**src/rtl/alu_pkg.sv**
```systemverilog
// Shared constants for the ALU issuer: opcodes, FSM encodings and default width.
package alu_pkg;

  localparam int unsigned DEFAULT_DATA_W = 32;

  localparam logic [1:0] OP_ADD = 2'd0;
  localparam logic [1:0] OP_SUB = 2'd1;
  localparam logic [1:0] OP_OR  = 2'd2;
  localparam logic [1:0] OP_AND = 2'd3;

  localparam logic [1:0] S_IDLE    = 2'd0;
  localparam logic [1:0] S_ISSUE   = 2'd1;
  localparam logic [1:0] S_CAPTURE = 2'd2;
  localparam logic [1:0] S_DONE    = 2'd3;

endpackage

```
**src/rtl/alu_ref_model.sv**
```systemverilog
// Combinational golden model of the ALU; used to cross-check captured results.
module alu_ref_model
  import alu_pkg::*;
#(
  parameter int unsigned DATA_W = DEFAULT_DATA_W
) (
  input  logic [DATA_W-1:0] i_a,
  input  logic [DATA_W-1:0] i_b,
  input  logic [1:0]        i_op,
  output logic [DATA_W-1:0] o_result
);

  // Expected result; ADD/SUB wrap naturally at DATA_W bits.
  always_comb begin
    o_result = '0;
    unique case (i_op)
      OP_ADD:  o_result = i_a + i_b;
      OP_SUB:  o_result = i_a - i_b;
      OP_OR:   o_result = i_a | i_b;
      OP_AND:  o_result = i_a & i_b;
      default: o_result = '0;
    endcase
  end

endmodule

```
**src/rtl/alu_issuer.sv**
```systemverilog
// Initiator for a registered ALU: accepts commands, drives operands/enable for ALU_LAT
// cycles, captures the result and returns it with the command tag.
// Optional result cross-check and error counter: define ALU_ISSUER_CHECK_EN.
module alu_issuer
  import alu_pkg::*;
#(
  parameter int unsigned DATA_W  = DEFAULT_DATA_W,
  parameter int unsigned TAG_W   = 4,
  parameter int unsigned ALU_LAT = 1
) (
  input  logic              clk,
  input  logic              rst_n,
  input  logic              cmd_valid,
  output logic              cmd_ready,
  input  logic [DATA_W-1:0] cmd_a,
  input  logic [DATA_W-1:0] cmd_b,
  input  logic [1:0]        cmd_op,
  input  logic [TAG_W-1:0]  cmd_tag,
  output logic [DATA_W-1:0] alu_a,
  output logic [DATA_W-1:0] alu_b,
  output logic [1:0]        alu_op,
  output logic              alu_en,
  input  logic [DATA_W-1:0] alu_result,
  output logic              rsp_valid,
  input  logic              rsp_ready,
  output logic [DATA_W-1:0] rsp_data,
  output logic [TAG_W-1:0]  rsp_tag,
  output logic              rsp_err,
  output logic              busy
`ifdef ALU_ISSUER_CHECK_EN
  ,
  output logic [7:0]        err_cnt
`endif
);

  localparam int unsigned CNT_W = (ALU_LAT > 1) ? $clog2(ALU_LAT) : 1;
  localparam logic [CNT_W-1:0] CNT_LAST = CNT_W'(ALU_LAT - 1);

  logic [1:0]        r_state;
  logic [1:0]        w_state_nxt;
  logic [CNT_W-1:0]  r_cnt;
  logic [DATA_W-1:0] r_alu_a;
  logic [DATA_W-1:0] r_alu_b;
  logic [1:0]        r_alu_op;
  logic [TAG_W-1:0]  r_tag;
  logic [DATA_W-1:0] r_rsp_data;
  logic              w_cmd_ready;
  logic              w_accept;

  // Gated by rst_n so ready stays low while reset is held.
  assign w_cmd_ready = rst_n && ((r_state == S_IDLE) || ((r_state == S_DONE) && rsp_ready));
  assign w_accept    = cmd_valid && w_cmd_ready;

  // Next-state decode; a DONE handshake with a new command goes straight back to ISSUE.
  always_comb begin
    w_state_nxt = r_state;
    case (r_state)
      S_IDLE:    if (w_accept) w_state_nxt = S_ISSUE;
      S_ISSUE:   if (r_cnt == CNT_LAST) w_state_nxt = S_CAPTURE;
      S_CAPTURE: w_state_nxt = S_DONE;
      S_DONE:    if (rsp_ready) w_state_nxt = w_accept ? S_ISSUE : S_IDLE;
      default:   w_state_nxt = S_IDLE;
    endcase
  end

  // State and enable-cycle counter.
  always_ff @(posedge clk or negedge rst_n) begin
    if (!rst_n) begin
      r_state <= S_IDLE;
      r_cnt   <= '0;
    end else begin
      r_state <= w_state_nxt;
      if ((r_state == S_ISSUE) && (w_state_nxt == S_ISSUE)) r_cnt <= r_cnt + CNT_W'(1);
      else r_cnt <= '0;
    end
  end

  // Operand/tag latch: only moves on an accepted command, so it is stable while alu_en=1.
  always_ff @(posedge clk or negedge rst_n) begin
    if (!rst_n) begin
      r_alu_a  <= '0;
      r_alu_b  <= '0;
      r_alu_op <= OP_ADD;
      r_tag    <= '0;
    end else if (w_accept) begin
      r_alu_a  <= cmd_a;
      r_alu_b  <= cmd_b;
      r_alu_op <= cmd_op;
      r_tag    <= cmd_tag;
    end
  end

  // Result capture one cycle after the last enable cycle.
  always_ff @(posedge clk or negedge rst_n) begin
    if (!rst_n) r_rsp_data <= '0;
    else if (r_state == S_CAPTURE) r_rsp_data <= alu_result;
  end

`ifdef ALU_ISSUER_CHECK_EN
  logic [DATA_W-1:0] w_expected;
  logic              w_mismatch;
  logic              r_rsp_err;
  logic [7:0]        r_err_cnt;

  alu_ref_model #(
    .DATA_W(DATA_W)
  ) u_ref_model (
    .i_a      (r_alu_a),
    .i_b      (r_alu_b),
    .i_op     (r_alu_op),
    .o_result (w_expected)
  );

  assign w_mismatch = (alu_result != w_expected);

  // Error flag travels with the response; counter saturates at 255.
  always_ff @(posedge clk or negedge rst_n) begin
    if (!rst_n) begin
      r_rsp_err <= 1'b0;
      r_err_cnt <= '0;
    end else if (r_state == S_CAPTURE) begin
      r_rsp_err <= w_mismatch;
      if (w_mismatch && (r_err_cnt != 8'hFF)) r_err_cnt <= r_err_cnt + 8'd1;
    end
  end

  assign rsp_err = r_rsp_err;
  assign err_cnt = r_err_cnt;
`else
  assign rsp_err = 1'b0;
`endif

  assign cmd_ready = w_cmd_ready;
  assign alu_a     = r_alu_a;
  assign alu_b     = r_alu_b;
  assign alu_op    = r_alu_op;
  assign alu_en    = (r_state == S_ISSUE);
  assign rsp_valid = (r_state == S_DONE);
  assign rsp_data  = r_rsp_data;
  assign rsp_tag   = r_tag;
  assign busy      = (r_state != S_IDLE);

endmodule

```
**config.mk**
```make
export PLATFORM = sky130hd
export DESIGN_NAME = alu_issuer
export DESIGN_NICKNAME = d
export VERILOG_FILES = /design/src/rtl/alu_pkg.sv /design/src/rtl/alu_ref_model.sv /design/src/rtl/alu_issuer.sv
export SDC_FILE = /design/constraint.sdc
export NUM_CORES = 1
export LEC_CHECK = 0
export CORE_ASPECT_RATIO = 1.4
export CORE_UTILIZATION = 40
export DETAILED_ROUTE_END_ITERATION = 10
export GPL_TIMING_DRIVEN = 1
export MAX_ROUTING_LAYER = met4
export PLACE_DENSITY = 0.8
export RECOVER_POWER = 25
export SLEW_MARGIN = 20
export SYNTH_ARGS = -nofsm -noshare
export SYNTH_HDL_FRONTEND = slang
export SYNTH_SLANG_ARGS = --single-unit
```
**constraint.sdc**
```tcl
create_clock -name clk -period 1.8 [get_ports clk]
set_clock_uncertainty 0.05 [all_clocks]
set_input_delay 0.36 -clock clk [delete_from_list [all_inputs] [get_ports clk]]
set_output_delay 0.36 -clock clk [all_outputs]
set_load 0.01 [all_outputs]
```
Yosys cells after proc, flatten, opt, wreduce, memory -nomap -nowiden
Index checks and enable logic that the tools add are counted.
{"block": "word_totals", "reg_bits": 105, "latchBits": 0, "ram_bits": 0, "romBits": 0, "inputBits": 106, "output_inout_bits": 107, "wordCells": 25, "memories": 0}
{"block": "classes", "add_sub_neg": 1, "multipliers": 0, "div_mod_pow": 0, "order_cmp": 0, "n_eq_ne": 4, "n_shift": 0, "muxes": 6, "bitwise": 0, "reduce_logical": 7}
{"cell": "case mux 2 bit (4 select lines)", "n": 1}
{"cell": "2-to-1 mux 2 bit", "n": 3}
{"cell": "equality test 2 x 1 -> 1 bit, second input constant", "n": 2}
{"cell": "equality test 2 bit, second input constant", "n": 2}
{"cell": "logical AND 1 bit", "n": 4}
{"cell": "zero test 2 bit", "n": 1}
{"cell": "2-to-1 mux 1 bit", "n": 2}
{"cell": "nonzero test 2 bit", "n": 1}
{"cell": "adder 1 bit, second input constant", "n": 1}
{"cell": "logical OR 1 bit", "n": 1}

Logic depth before layout (Yosys ltp)
{"block": "depth", "ltp_word": 11, "ltp_mapped": 5}

Worst setup path after synthesis
OpenSTA, ideal clock, no wires.
{"block": "synth_path", "path_kind": "register -> register", "start": "register r_state[0]", "end": "register r_alu_a[10], in the netlist alu_a[10]", "t_arrival_ns": 1.384, "required_ns": 1.625, "slack_ns": 0.241, "stages_incl_launch_ff": 6, "cell_sequence": "dfrtp_1 and3_4 o211a_1 buf_6 buf_12 mux2_4"}
{"block": "synth_via", "elab_chain_len": 5, "word_cells_on_any_way": 6}
{"item": "from (decl)", "line": "alu_issuer.sv:39", "rtl": "logic [1:0] r_state;"}
{"item": "from (signal assigned)", "line": "alu_issuer.sv:72", "rtl": "r_state <= w_state_nxt;"}
{"item": "equality test 2 bit", "line": "alu_issuer.sv:51", "rtl": "assign w_cmd_ready = rst_n && ((r_state == S_IDLE) || ((r_state == S_DONE) && rsp_ready));"}
{"item": "logical AND 1 bit", "line": "alu_issuer.sv:51"}
{"item": "logical OR 1 bit (*)", "line": "alu_issuer.sv:51"}
{"item": "logical AND 1 bit (*)", "line": "alu_issuer.sv:51"}
{"item": "logical AND 1 bit (*)", "line": "alu_issuer.sv:52", "rtl": "assign w_accept = cmd_valid && w_cmd_ready;"}
{"item": "to (signal assigned)", "line": "alu_issuer.sv:86", "rtl": "r_alu_a <= cmd_a;"}
{"item": "to (decl)", "line": "alu_issuer.sv:42", "rtl": "logic [DATA_W-1:0] r_alu_a;"}
Every way passes the cells marked *; elsewhere a longest branch is shown, timed or not.
A chain may end at the register's enable or synchronous reset.

Final worst setup path
{"block": "layout_path", "start": "register r_state[1]", "end": "output cmd_ready"}
{"block": "layout_via", "elab_chain_len": 4, "word_cells_on_any_way": 5}
{"item": "equality test 2 bit", "line": "alu_issuer.sv:51"}
{"item": "logical AND 1 bit", "line": "alu_issuer.sv:51"}
{"item": "logical OR 1 bit (*)", "line": "alu_issuer.sv:51"}
{"item": "logical AND 1 bit (*)", "line": "alu_issuer.sv:51"}
{"item": "to (decl)", "line": "alu_issuer.sv:14", "rtl": "output logic cmd_ready,"}
Marks and branches as above.

==> results.md <==
* Status: finished, final reports clean
* Layout cell share with drive strength beyond 1 at 29.3%
* Final core utilization at 66.0%
* Clock Sinks at 105
* Sequential area share after synthesis at 61.1%
* Final nets at 562
* Worst reg2reg path depth at 5
* VDD IR max at 0.783 mV
* Initial antenna violation count at 0
* Antenna diode count at 0
* Post-Synthesis Cells at 234
* Critical-path maximum fanout at 4
* Setup violators final at 0
* Most frequent cells in the layout: 206 x clkdlybuf4s50_1, 105 x dfrtp_1, 69 x mux2_4
* Initial Util at 41.4%
* DPL Wire Length at 7220 um
* Final hold slack at 0.357 ns
* Root Driver: clkbuf_16
* Max Freq at 0.572 GHz
* Num rows at 44
* R2R setup slack at 0.11 ns
* Maximum clock insertion buffer count at 2
* Routability congestion estimate at 0.707
* Startpoint types: flop
* Post-route setup TNS at 0 ns
* Distinct cells, synth at 19
* R2r startpoint: r_state[1]
* Mapped Area at 4300 um^2
* Largest net degree at the start of global routing at 103
* Average cell area after synthesis at 18.4 um^2
* Net Sw Frac at 28.4%
* Vias at 2,754
* Area grow syn2layout at 59.7%
* Slew Viols, Final at 0
* Critical path type: flop to primary output
* Flop and latch count out of synthesis at 105
* Final wirelength at 9910 um
* Die ar. at 11,200 um^2
* Worst-path clk slew at 0.06 ns
* Commonest non-fill, non-tap cell in the layout: clkdlybuf4s50_1
* All-layer global routing usage at 18.7%
* Port buffer count at 211
* Core region area at 10,400 um^2
* CTS buffer count at 9
* CTS tree: done
* Register share of total power at 35.2%
* Antenna-violating nets left at 0
* CP arrival at 1.34 ns
* Setup crit end kind: primary output
* Ports at 213
* DR DRC count at 0
* Switching power at 0.00342 W
* Setup crit start: r_state[1]
* Critical Path RT at 1.39 ns
* Leakage at 2.95 nW
* Synth Warn # at 0
* Clk_lat worst skew at 0.34 ns
* First-pass GRT wire length at 15,100 um
* Slew Limit Headroom at 64.6%
* H-tree lvl count at 3
* Comb power frac at 48.7%
* Via density at 4.61
* DR WL/cell at 16.6 um
* Die Width at 89.7 um
* Max-cap violations at 0
* Hold Path Class: primary input to async pin
* GRT overflow at 0
* Fin crit period at 1.75 ns
* RSZ-0062 raised after global routing: yes
* Period utilisation layout at 97.1%
* Slew of the pin with the lowest slew margin at 0.531 ns
* Internal Power at 0.00864 W
* Chip Height at 125 um
* Starting DRT DRC Count at 82
* Clock group share of total power at 16.1%
* Pwr Density at 1750 nW/um^2
* Hold Vio Cnt, Final at 0
* Tot Pwr at 0.0121 W
* Vias in the first global route at 2,997
* Detailed Routing Iterations Pass 1 at 4
-- sequential cells by signal, indices dropped and copies added (netlist names) --
signal,flops
alu_a,32
alu_b,32
alu_op,2
r_cnt,1
r_state,2
rsp_data,32
rsp_tag,4
-- critical path: stages, from the launching register on --
cell	delay, ns
dfrtp_1	0.41
buf_6	0.14
and3_4	0.15
o21a_1	0.17
buf_6	0.12
-- routing by layer --
layer  GRT usage [%]  up-vias  part of all wire (%)
li1                -     1248                     -
met3            4.51       18                   6.9
met2            31.5      128                    52
met4            7.56        0                   2.5
met5               -        -                     0
met1            20.6     1360                    38
-- repair_timing --
item	4_1_cts	5_1_grt
pin swaps	1	1
endpoints found under the setup margin	4	3
gates cloned	0	0
hold buffers	1	0
setup buffers	2	0
resized for setup	8	6
endpoints found under the hold margin	3	0
-- final cells by class --
cell class / instances / area (um^2)
clock inverters: 5 / 56.3
multi-input cells: 115 / 1500
well taps: 138 / 173
inverters: 2 / 7.51
clock buffers: 10 / 239
fillers: 751 / 3530
flip-flops and latches: 105 / 2630
repair buffers: 223 / 2260
-- power groups by stage --
stage / clock network, W / registers [W] / logic [W]
2_1_floorplan: 0 / 0.00477 / 0.00225
3_3_place_gp: 0 / 0.00422 / 0.00579
3_5_place_dp: 0 / 0.00425 / 0.00591
4_1_cts: 0.00199 / 0.00425 / 0.00593
5_1_grt: 0.00208 / 0.00440 / 0.00621
6_report: 0.00194 / 0.00425 / 0.00587
-- final timing paths --
path,endpoint
worst max-delay path,cmd_ready
worst min register to register,rsp_data[6]
max in group asynchronous,alu_b[2]
worst max register to register,alu_op[0]
min in group clk,rsp_data[6]
worst min-delay path,r_state[1]
-- cell usage after synthesis --
library cell	n	area, um^2
buf_4	1	7.51
dfrtp_1	105	2630
clkbuf_1	1	3.75
mux2_2	31	349
o21bai_1	1	7.51
mux2_4	69	1040
buf_6	1	11.3
mux2_1	2	22.5
o211a_1	1	10.0
and2b_2	2	17.5
buf_12	7	140
o21a_1	1	7.51
inv_1	2	7.51
a21oi_1	2	10.0
nor2_1	2	7.51
buf_2	3	15.0
and2_2	1	7.51
conb_1	1	3.75
and3_4	1	11.3
-- stage by stage --
step           std cells  setup WS [ns]  cell area (um^2)
2_1_floorplan        235          0.241              4310
3_3_place_gp         580         -0.320              6550
3_5_place_dp         580         -0.328              6550
4_1_cts              598         0.0160              6860
5_1_grt              598        -0.0193              6870
6_report             598         0.0525              6870
-- cells by family (layout without fill, tap and decap cells) --
logic type,Yosys count,after routing,synth area share (%)
simple gates,6,6,1.02
flops,105,105,61.1
buf+inv,15,240,4.30
compound gates,5,5,0.814
mux,102,102,32.7
other cells,1,2,0.0872
No activity file was read; power rests on OpenSTA's default activity.
